--- config.mk ---
export PLATFORM = sky130hd
export DESIGN_NAME = hisoc_boot_loader
export DESIGN_NICKNAME = d
export VERILOG_FILES = /design/src/rtl/hisoc_boot_pkg.sv /design/src/rtl/hisoc_boot_pack.sv /design/src/rtl/hisoc_boot_loader.sv
export SDC_FILE = /design/constraint.sdc
export NUM_CORES = 1
export LEC_CHECK = 0
export ABC_AREA = 1
export CAP_MARGIN = 20
export CELL_PAD_IN_SITES_DETAIL_PLACEMENT = 0
export CELL_PAD_IN_SITES_GLOBAL_PLACEMENT = 2
export CORE_MARGIN = 8
export CORE_UTILIZATION = 26
export DETAILED_ROUTE_END_ITERATION = 6
export GPL_TIMING_DRIVEN = 0
export PLACE_DENSITY_LB_ADDON = 0.1
export RECOVER_POWER = 25
export SETUP_SLACK_MARGIN = 0.05
export SLEW_MARGIN = 20
export SYNTH_ARGS = -nofsm -noshare
export SYNTH_HDL_FRONTEND = slang
export SYNTH_SLANG_ARGS = --single-unit
--- constraint.sdc ---
create_clock -name clk -period 1.5 [get_ports clk]
set_input_delay 0.375 -clock clk [delete_from_list [all_inputs] [get_ports clk]]
set_output_delay 0.375 -clock clk [all_outputs]
set_load 0.01 [all_outputs]
--- src/rtl/hisoc_boot_pkg.sv ---
// hisoc_boot_pkg: shared boot loader states, frame constants and state helper
package hisoc_boot_pkg;
  typedef enum logic [2:0] {
    S_IDLE   = 3'd0,
    S_LEN_LO = 3'd1,
    S_LEN_HI = 3'd2,
    S_DATA   = 3'd3,
    S_CHECK  = 3'd4,
    S_DONE   = 3'd5,
    S_ERROR  = 3'd6
  } state_t;
  localparam int HDR_BYTES  = 2;
  localparam int WORD_BYTES = 4;
  function automatic logic is_active(input state_t s);
    return s == S_LEN_LO || s == S_LEN_HI || s == S_DATA || s == S_CHECK;
  endfunction
endpackage

--- src/rtl/hisoc_boot_pack.sv ---
// hisoc_boot_pack: little-endian byte-to-word packer with a one-cycle word-valid pulse
module hisoc_boot_pack
  import hisoc_boot_pkg::*;
(
  input  logic        clk,
  input  logic        rst,
  input  logic        clr,
  input  logic        en,
  input  logic [7:0]  data,
  output logic        last,
  output logic [31:0] word,
  output logic        word_valid
);
  logic [1:0] cnt;
  assign last = en && cnt == 2'(WORD_BYTES - 1);
  // shift new bytes in from the top so byte 0 ends up in bits 7:0
  always_ff @(posedge clk) begin
    if (rst || clr) begin
      cnt        <= '0;
      word       <= '0;
      word_valid <= 1'b0;
    end else begin
      word_valid <= last;
      if (en) begin
        cnt  <= cnt + 2'd1;
        word <= {data, word[31:8]};
      end
    end
  end
endmodule

--- src/rtl/hisoc_boot_loader.sv ---
// hisoc_boot_loader: host byte stream to instruction memory loader; BOOT_CHECKSUM_EN adds a trailing XOR check byte
module hisoc_boot_loader
  import hisoc_boot_pkg::*;
#(
  parameter int ADDR_WIDTH = 10
) (
  input  logic                  clk,
  input  logic                  rst,
  input  logic                  start,
  input  logic                  s_valid,
  input  logic [7:0]            s_data,
  output logic                  s_ready,
  output logic                  mem_we,
  output logic [ADDR_WIDTH-1:0] mem_addr,
  output logic [31:0]           mem_wdata,
  output logic                  core_enable,
  output logic                  busy,
  output logic                  done,
  output logic                  error
);
  localparam int DEPTH = 1 << ADDR_WIDTH;
`ifdef BOOT_CHECKSUM_EN
  localparam state_t FIN = S_CHECK;
  logic [7:0] csum;
`else
  localparam state_t FIN = S_DONE;
`endif
  state_t state, nxt;
  logic [15:0] len, n_hdr;
  logic [ADDR_WIDTH:0] idx;
  logic acc, go, pack_en, last, final_word;
  assign acc        = s_valid && s_ready;
  assign go         = start && (state == S_IDLE || state == S_DONE || state == S_ERROR);
  assign pack_en    = acc && state == S_DATA;
  assign n_hdr      = {s_data, len[7:0]};
  assign final_word = last && (17'(idx) + 17'd1 == 17'(len));
  hisoc_boot_pack u_pack (
    .clk        (clk),
    .rst        (rst),
    .clr        (go),
    .en         (pack_en),
    .data       (s_data),
    .last       (last),
    .word       (mem_wdata),
    .word_valid (mem_we)
  );
  // next-state decode; start only matters in the resting states
  always_comb begin
    nxt = state;
    case (state)
      S_IDLE, S_DONE, S_ERROR: nxt = start ? S_LEN_LO : state;
      S_LEN_LO: nxt = acc ? S_LEN_HI : state;
      S_LEN_HI: nxt = !acc ? state : n_hdr == 16'd0 ? FIN : 32'(n_hdr) > DEPTH ? S_ERROR : S_DATA;
      S_DATA:   nxt = final_word ? FIN : state;
`ifdef BOOT_CHECKSUM_EN
      S_CHECK:  nxt = !acc ? state : s_data == csum ? S_DONE : S_ERROR;
`endif
      default:  nxt = S_IDLE;
    endcase
  end
  // state, registered status outputs, header length, word index and checksum
  always_ff @(posedge clk) begin
    if (rst) begin
      state       <= S_IDLE;
      s_ready     <= 1'b0;
      busy        <= 1'b0;
      done        <= 1'b0;
      error       <= 1'b0;
      core_enable <= 1'b0;
      mem_addr    <= '0;
      idx         <= '0;
      len         <= '0;
`ifdef BOOT_CHECKSUM_EN
      csum        <= '0;
`endif
    end else begin
      state       <= nxt;
      s_ready     <= is_active(nxt);
      busy        <= is_active(nxt);
      done        <= nxt == S_DONE;
      error       <= nxt == S_ERROR;
      core_enable <= nxt == S_DONE;
      if (go) begin
        idx <= '0;
        len <= '0;
      end
      if (acc && state == S_LEN_LO) len[7:0] <= s_data;
      if (acc && state == S_LEN_HI) len[15:8] <= s_data;
      if (last) begin
        mem_addr <= idx[ADDR_WIDTH-1:0];
        idx      <= idx + 1'b1;
      end
`ifdef BOOT_CHECKSUM_EN
      if (go) csum <= '0;
      else if (pack_en) csum <= csum ^ s_data;
`endif
    end
  end
endmodule

[After elaboration in Yosys (flattened, before gate mapping)]
Index checks and enable logic that the tools add are counted.
Operators by class
  add/sub/neg operators: 3
  $lt $le $gt $ge: 1
  equality and inequality tests: 13
  mux-type cells: 12
  reductions and logical operators: 19
Operator list (number)
  two-way mux 11 bit: 2
  two-way mux 3 bit: 6
  equality test 12 x 16 -> 1 bit: 1
  greater-than comparator 16 x 11 -> 1 bit, second input constant: 1
  zero test 16 bit: 1
  two-way mux 16 bit: 1
  two-way mux 8 bit: 2
  equality test 3 bit, second input constant: 5
  adder 11 x 1 -> 12 bit, second input constant: 1
  equality test 3 x 2 -> 1 bit, second input constant: 4
  case mux 3 bit (4 select lines): 1
  adder 11 x 1 -> 11 bit, second input constant: 1
  logical AND 1 bit: 7
  equality test 3 x 1 -> 1 bit, second input constant: 2
  logical OR 1 bit: 6
  nonzero test 2 bit: 3
  zero test 3 bit: 1
  OR reduction 3 bit: 1
  adder 2 x 1 -> 2 bit, second input constant: 1
  equality test 2 bit, second input constant: 1
Word-level totals
  register bits after elaboration: 78
  output and inout port bits: 48

[Longest topological paths before layout]
  depth after elaboration: 10
  mapped depth: 14
  depth with buffers taken out: 14

[By module]
A second synthesis with hierarchy kept.
Second synthesis, totals
  cells, all modules: 567
  area, all modules: 3686.0 µm²
Modules (own cells, without submodules)
  hisoc_boot_loader: instances 1, cells an instance 347, area an instance 2212.1 µm², seq. area each 860.8 µm²
  hisoc_boot_pack: instances 1, cells an instance 220, area an instance 1473.9 µm², seq. area each 700.7 µm²

[Least setup slack after synthesis]
No wires, ideal clock.
  path type: register to register
  start point: register idx[0]
  end point: register busy
  setup time: 109 ps
  data arrival time: 1597 ps
  setup slack: -206 ps
  stages on the path, launching flop included: 13
  buffers on the path: 0
  cell sequence: dfxtp_1 > ha_1 > nand3_2 > nor2_4 > nand3_2 > nand3_1 > nand2_1 > nor2_1 > nand2_1 > o21ai_2 > nand3_1 > nand2_1 > inv_1
Between the ends
  cells in the longest elaborated chain, start to end: 9
Ends and longest elaborated chain
  from (decl): line hisoc_boot_loader.sv:30  | logic [ADDR_WIDTH:0] idx;
  from (signal assigned): line hisoc_boot_loader.sv:91  | idx <= idx + 1'b1;
  adder 11 x 1 -> 12 bit (*): line hisoc_boot_loader.sv:36  | assign final_word = last && (17'(idx) + 17'd1 == 17'(len));
  equality test 12 x 16 -> 1 bit (*): line hisoc_boot_loader.sv:36
  logical AND 1 bit (*): line hisoc_boot_loader.sv:36
  two-way mux 3 bit (*): line hisoc_boot_loader.sv:54  | S_DATA: nxt = final_word ? FIN : state;
  case mux 3 bit (4 select lines) (*): line hisoc_boot_loader.sv:50  | case (state)
  equality test 3 x 1 -> 1 bit / equality test 3 x 2 -> 1 bit (equally long branches): line hisoc_boot_pkg.sv:15  | return s == S_LEN_LO || s == S_LEN_HI || s == S_DATA || s == S_CHECK;
  logical OR 1 bit (2 in a row): line hisoc_boot_pkg.sv:15
  logical OR 1 bit (*): line hisoc_boot_pkg.sv:15
  to (signal assigned): line hisoc_boot_loader.sv:79  | busy <= is_active(nxt);
  to (decl): line hisoc_boot_loader.sv:17  | output logic busy,
Every way passes the cells marked *; elsewhere a longest branch is shown, timed or not.
A chain may end at the register's enable or synchronous reset.

[Final worst setup path]
Same ends and word-level chain as after synthesis.

==> results.yml <==
synth:
  ys_seq_area_share_pct: 44.81
  async_flop_share_pct: 0
  ys.flop_type: "dfxtp_1"
  synth_edf_count: 0
  synth.most_common_cell: "nand2_1"
  synthTopCellsByCount: "nand2_1 (158), dfxtp_1 (78), a21oi_1 (66)"
  ys_ff_latch: 78
  syn_area_per_cell_um2: 6.955
  synthCells: 501
  synth_area_leader_cell: "dfxtp_1"
  yosysUniqueCellTypes: 31
  ys.warnings.count: 0
  syn_nets: 515
  synth_top_area_share_pct: 44.81
  synth_area_leaders: "dfxtp_1 (45%), nand2_1 (17%), a21oi_1 (9.5%), inv_1 (5.4%), nand3_1 (4.5%)"
  syn-cell-area_um2: 3485
global_routing:
  gr-total-overflow: 0
  antenna_found_initial: 0
  groute.layer.met1.usage_pct: 17.11
  use_met3_pct: 2.668
  grt_pass1_vias: 3289
  track_usage_pct: 12.87
  grt_pass1_wl_um: 17720
  use_met2_pct: 19.75
  grt_max_degree: 14
  grt_busiest_layer: "met2"
setup_path:
  cp_common_cell: "nand2_1"
  worstPathArrival_ns: 2.07
  end_kind: "flop"
  crit_path_max_fanout: 4
  critical_path_class: "flop to flop"
  cp_data_required_time_ns: 1.75
  slowest_delay_ns: 0.36
  crit_chain: "ha_4, inv_2, nand2_1, nand2_1, nor2_1, nand2_1, nor2_1, nand3_1, nor2_1, nand2_1, o21ai_2, nand3_1, nand2_1, inv_1"
  critPathSlowestCell: "dfxtp_4"
  start_kind: "flop"
power_and_ir_drop:
  clockPowerShare_pct: 45.7
  seqPwrFrac_pct: 44.2
  power_density_nw_per_um2: 928.8
  peakVddDrop_mv: 0.3723
  netSwitchingPower_w: 0.001208
  pwr-share-comb_pct: 10.2
  power_leakage_nw: 2.134
  p_int_w: 0.003563
  switching_share_pct: 25.32
detailed_routing:
  via_per_inst: 4.491
  firstDrtPassIters: 4
  drt-total-wl_um: 11240
  drt_iter0_markers: 208
  ant_nets: 0
  wl_per_cell_um: 14.52
  drcViolationCount: 0
  via_count: 3476
die:
  pin_count: 60
  rows: 42
  coreArea_um2: 13190
  die_area_um2: 17360
  start_util_pct: 26.42
  die_w_um: 131.8
  fp.dieH_um: 131.8
job:
  drv_cap: 0
cts:
  cts_sinks: 78
  cts_tree: "done"
  h-tree-depth: 3
  cts_made_buffers: 9
  clockBufferDepth: 2
  path_clk_slew_ns: 0.06
  insertion_delay_ns: 0.34
  clockRootBuffer: "clkbuf_16"
place:
  place.gp.congestion: 0.7654
  dp_slack_ns: -0.9012
  place_hpwl_um: 8086
  io_buffers: 58
timing:
  hold_viol_final: 0
  skew_ns: 0.008356
  worst_slew_pin_slew_ns: 0.6547
  finalCriticalPeriod_ns: 1.821
  fin_ws_ns: -0.3206
  rsz0062_at_grt: "true"
  slew_headroom_pct: 56.36
  max_freq_ghz: 0.5493
  layout_worst_path_cycle_share_pct: 121.4
  setup_violations: 15
  drv_slew: 0
finish:
  post-route-util_pct: 38.94
  nets: 607
  drive_above_1_share_pct: 19.57
  area_delta_synth_final_pct: 47.40
  antennaDiodeCount: 0
outcome:
  violations: "setup timing"
  outcome: "complete, but fails checks"
worst_hold_path:
  min_path_type: "primary input to flop"
sequential cells by signal, summed over array words and instances (netlist names):
signal and cells:
busy 1, done 1, error 1, idx 11, len 16, mem_addr 10, state 3, u_pack.cnt 2
u_pack.word 32, u_pack.word_valid 1
repair_timing:
action                                 CTS  global route
buffers inserted                         6            13
setup endpoints to repair              126            69
gates cloned                             1             3
hold buffers                             0             0
endpoints found under the hold margin    0             0
pin swaps                                9            12
gates resized for setup                115            38
metal layers:
metal	wire, um	share of wire, %
met5	0	0
met4	170	1.5
met3	364	3.2
met2	5024	45
met1	5675	51
through the flow:
step | hold WS [ns] | cells | setup TNS [ns] | total power, W | cell area, um2
3_5_place_dp | 0.4525 | 735 | -43.83 | 0.002469 | 4325
6_report | 0.3547 | 774 | -1.753 | 0.004770 | 5136
5_1_grt | 0.3541 | 774 | -4.114 | 0.004964 | 5136
4_1_cts | 0.3560 | 758 | -1.749 | 0.004753 | 4845
3_3_place_gp | 0.4502 | 735 | -44.42 | 0.002472 | 4325
2_1_floorplan | 0.4447 | 501 | -0.05696 | 0.002335 | 3525
final cells by class:
type | instances | area (um2)
clock inverters | 4 | 27.53
flip-flops and latches | 78 | 1578
inverters | 54 | 224.0
plain buffers | 21 | 221.5
clock buffers | 12 | 267.8
well taps | 176 | 220.2
multi-input cells | 348 | 1846
repair buffers | 80 | 747.0
repair inverters | 1 | 5.005
fillers | 1430 | 8054
power groups by stage:
stage	clock network [W]	registers, W	logic (W)
3_5_place_dp	0	0.00215	0.000321
4_1_cts	0.00225	0.00211	0.000400
5_1_grt	0.00233	0.00211	0.000529
2_1_floorplan	0	0.00215	0.000188
3_3_place_gp	0	0.00215	0.000325
6_report	0.00218	0.00211	0.000484
critical path: cells and delay by family, from the launching register on:
family	cells	cell delay, ns
AOI/OAI and AO/OA	1	0.17
adders and majority gates	1	0.28
buffers and inverters	2	0.06
DFF	1	0.36
and+or+nand+nor	10	0.84
worst paths after layout:
path                     to  depth (start not counted)           start  slack, ns
max                    busy                         14          idx[0]      -0.32
min                state[0]                          2             rst       0.35
max reg2reg            busy                         14          idx[0]      -0.32
min reg2reg  u_pack.word[4]                          2  u_pack.word[4]       0.45
kinds of logic after synthesis:
kind of cell / after synthesis / share of synthesized area [%]
DFF: 78 / 44.81
adders and majority gates: 2 / 0.7180
buffers and inverters: 75 / 8.546
and+or+nand+nor: 252 / 31.60
xor gates and xnor gates: 3 / 0.7542
AOI/OAI and AO/OA: 91 / 13.57
cells in the final DEF (no fill, tap or decap), drive strengths merged, types with 3 or more instances in the layout:
cell	Yosys	final
nand2	161	161
o22ai	8	8
clkinv	2	4
inv	52	53
nor2	44	44
nand4	6	6
dlymetal6s2s	0	3
clkbuf	11	21
o21ai	15	15
buf	10	34
clkdlybuf4s50	0	6
dlygate4sd2	0	49
nand3	36	36
dfxtp	78	78
a21oi	66	66
(Power assumes the default switching activity.)
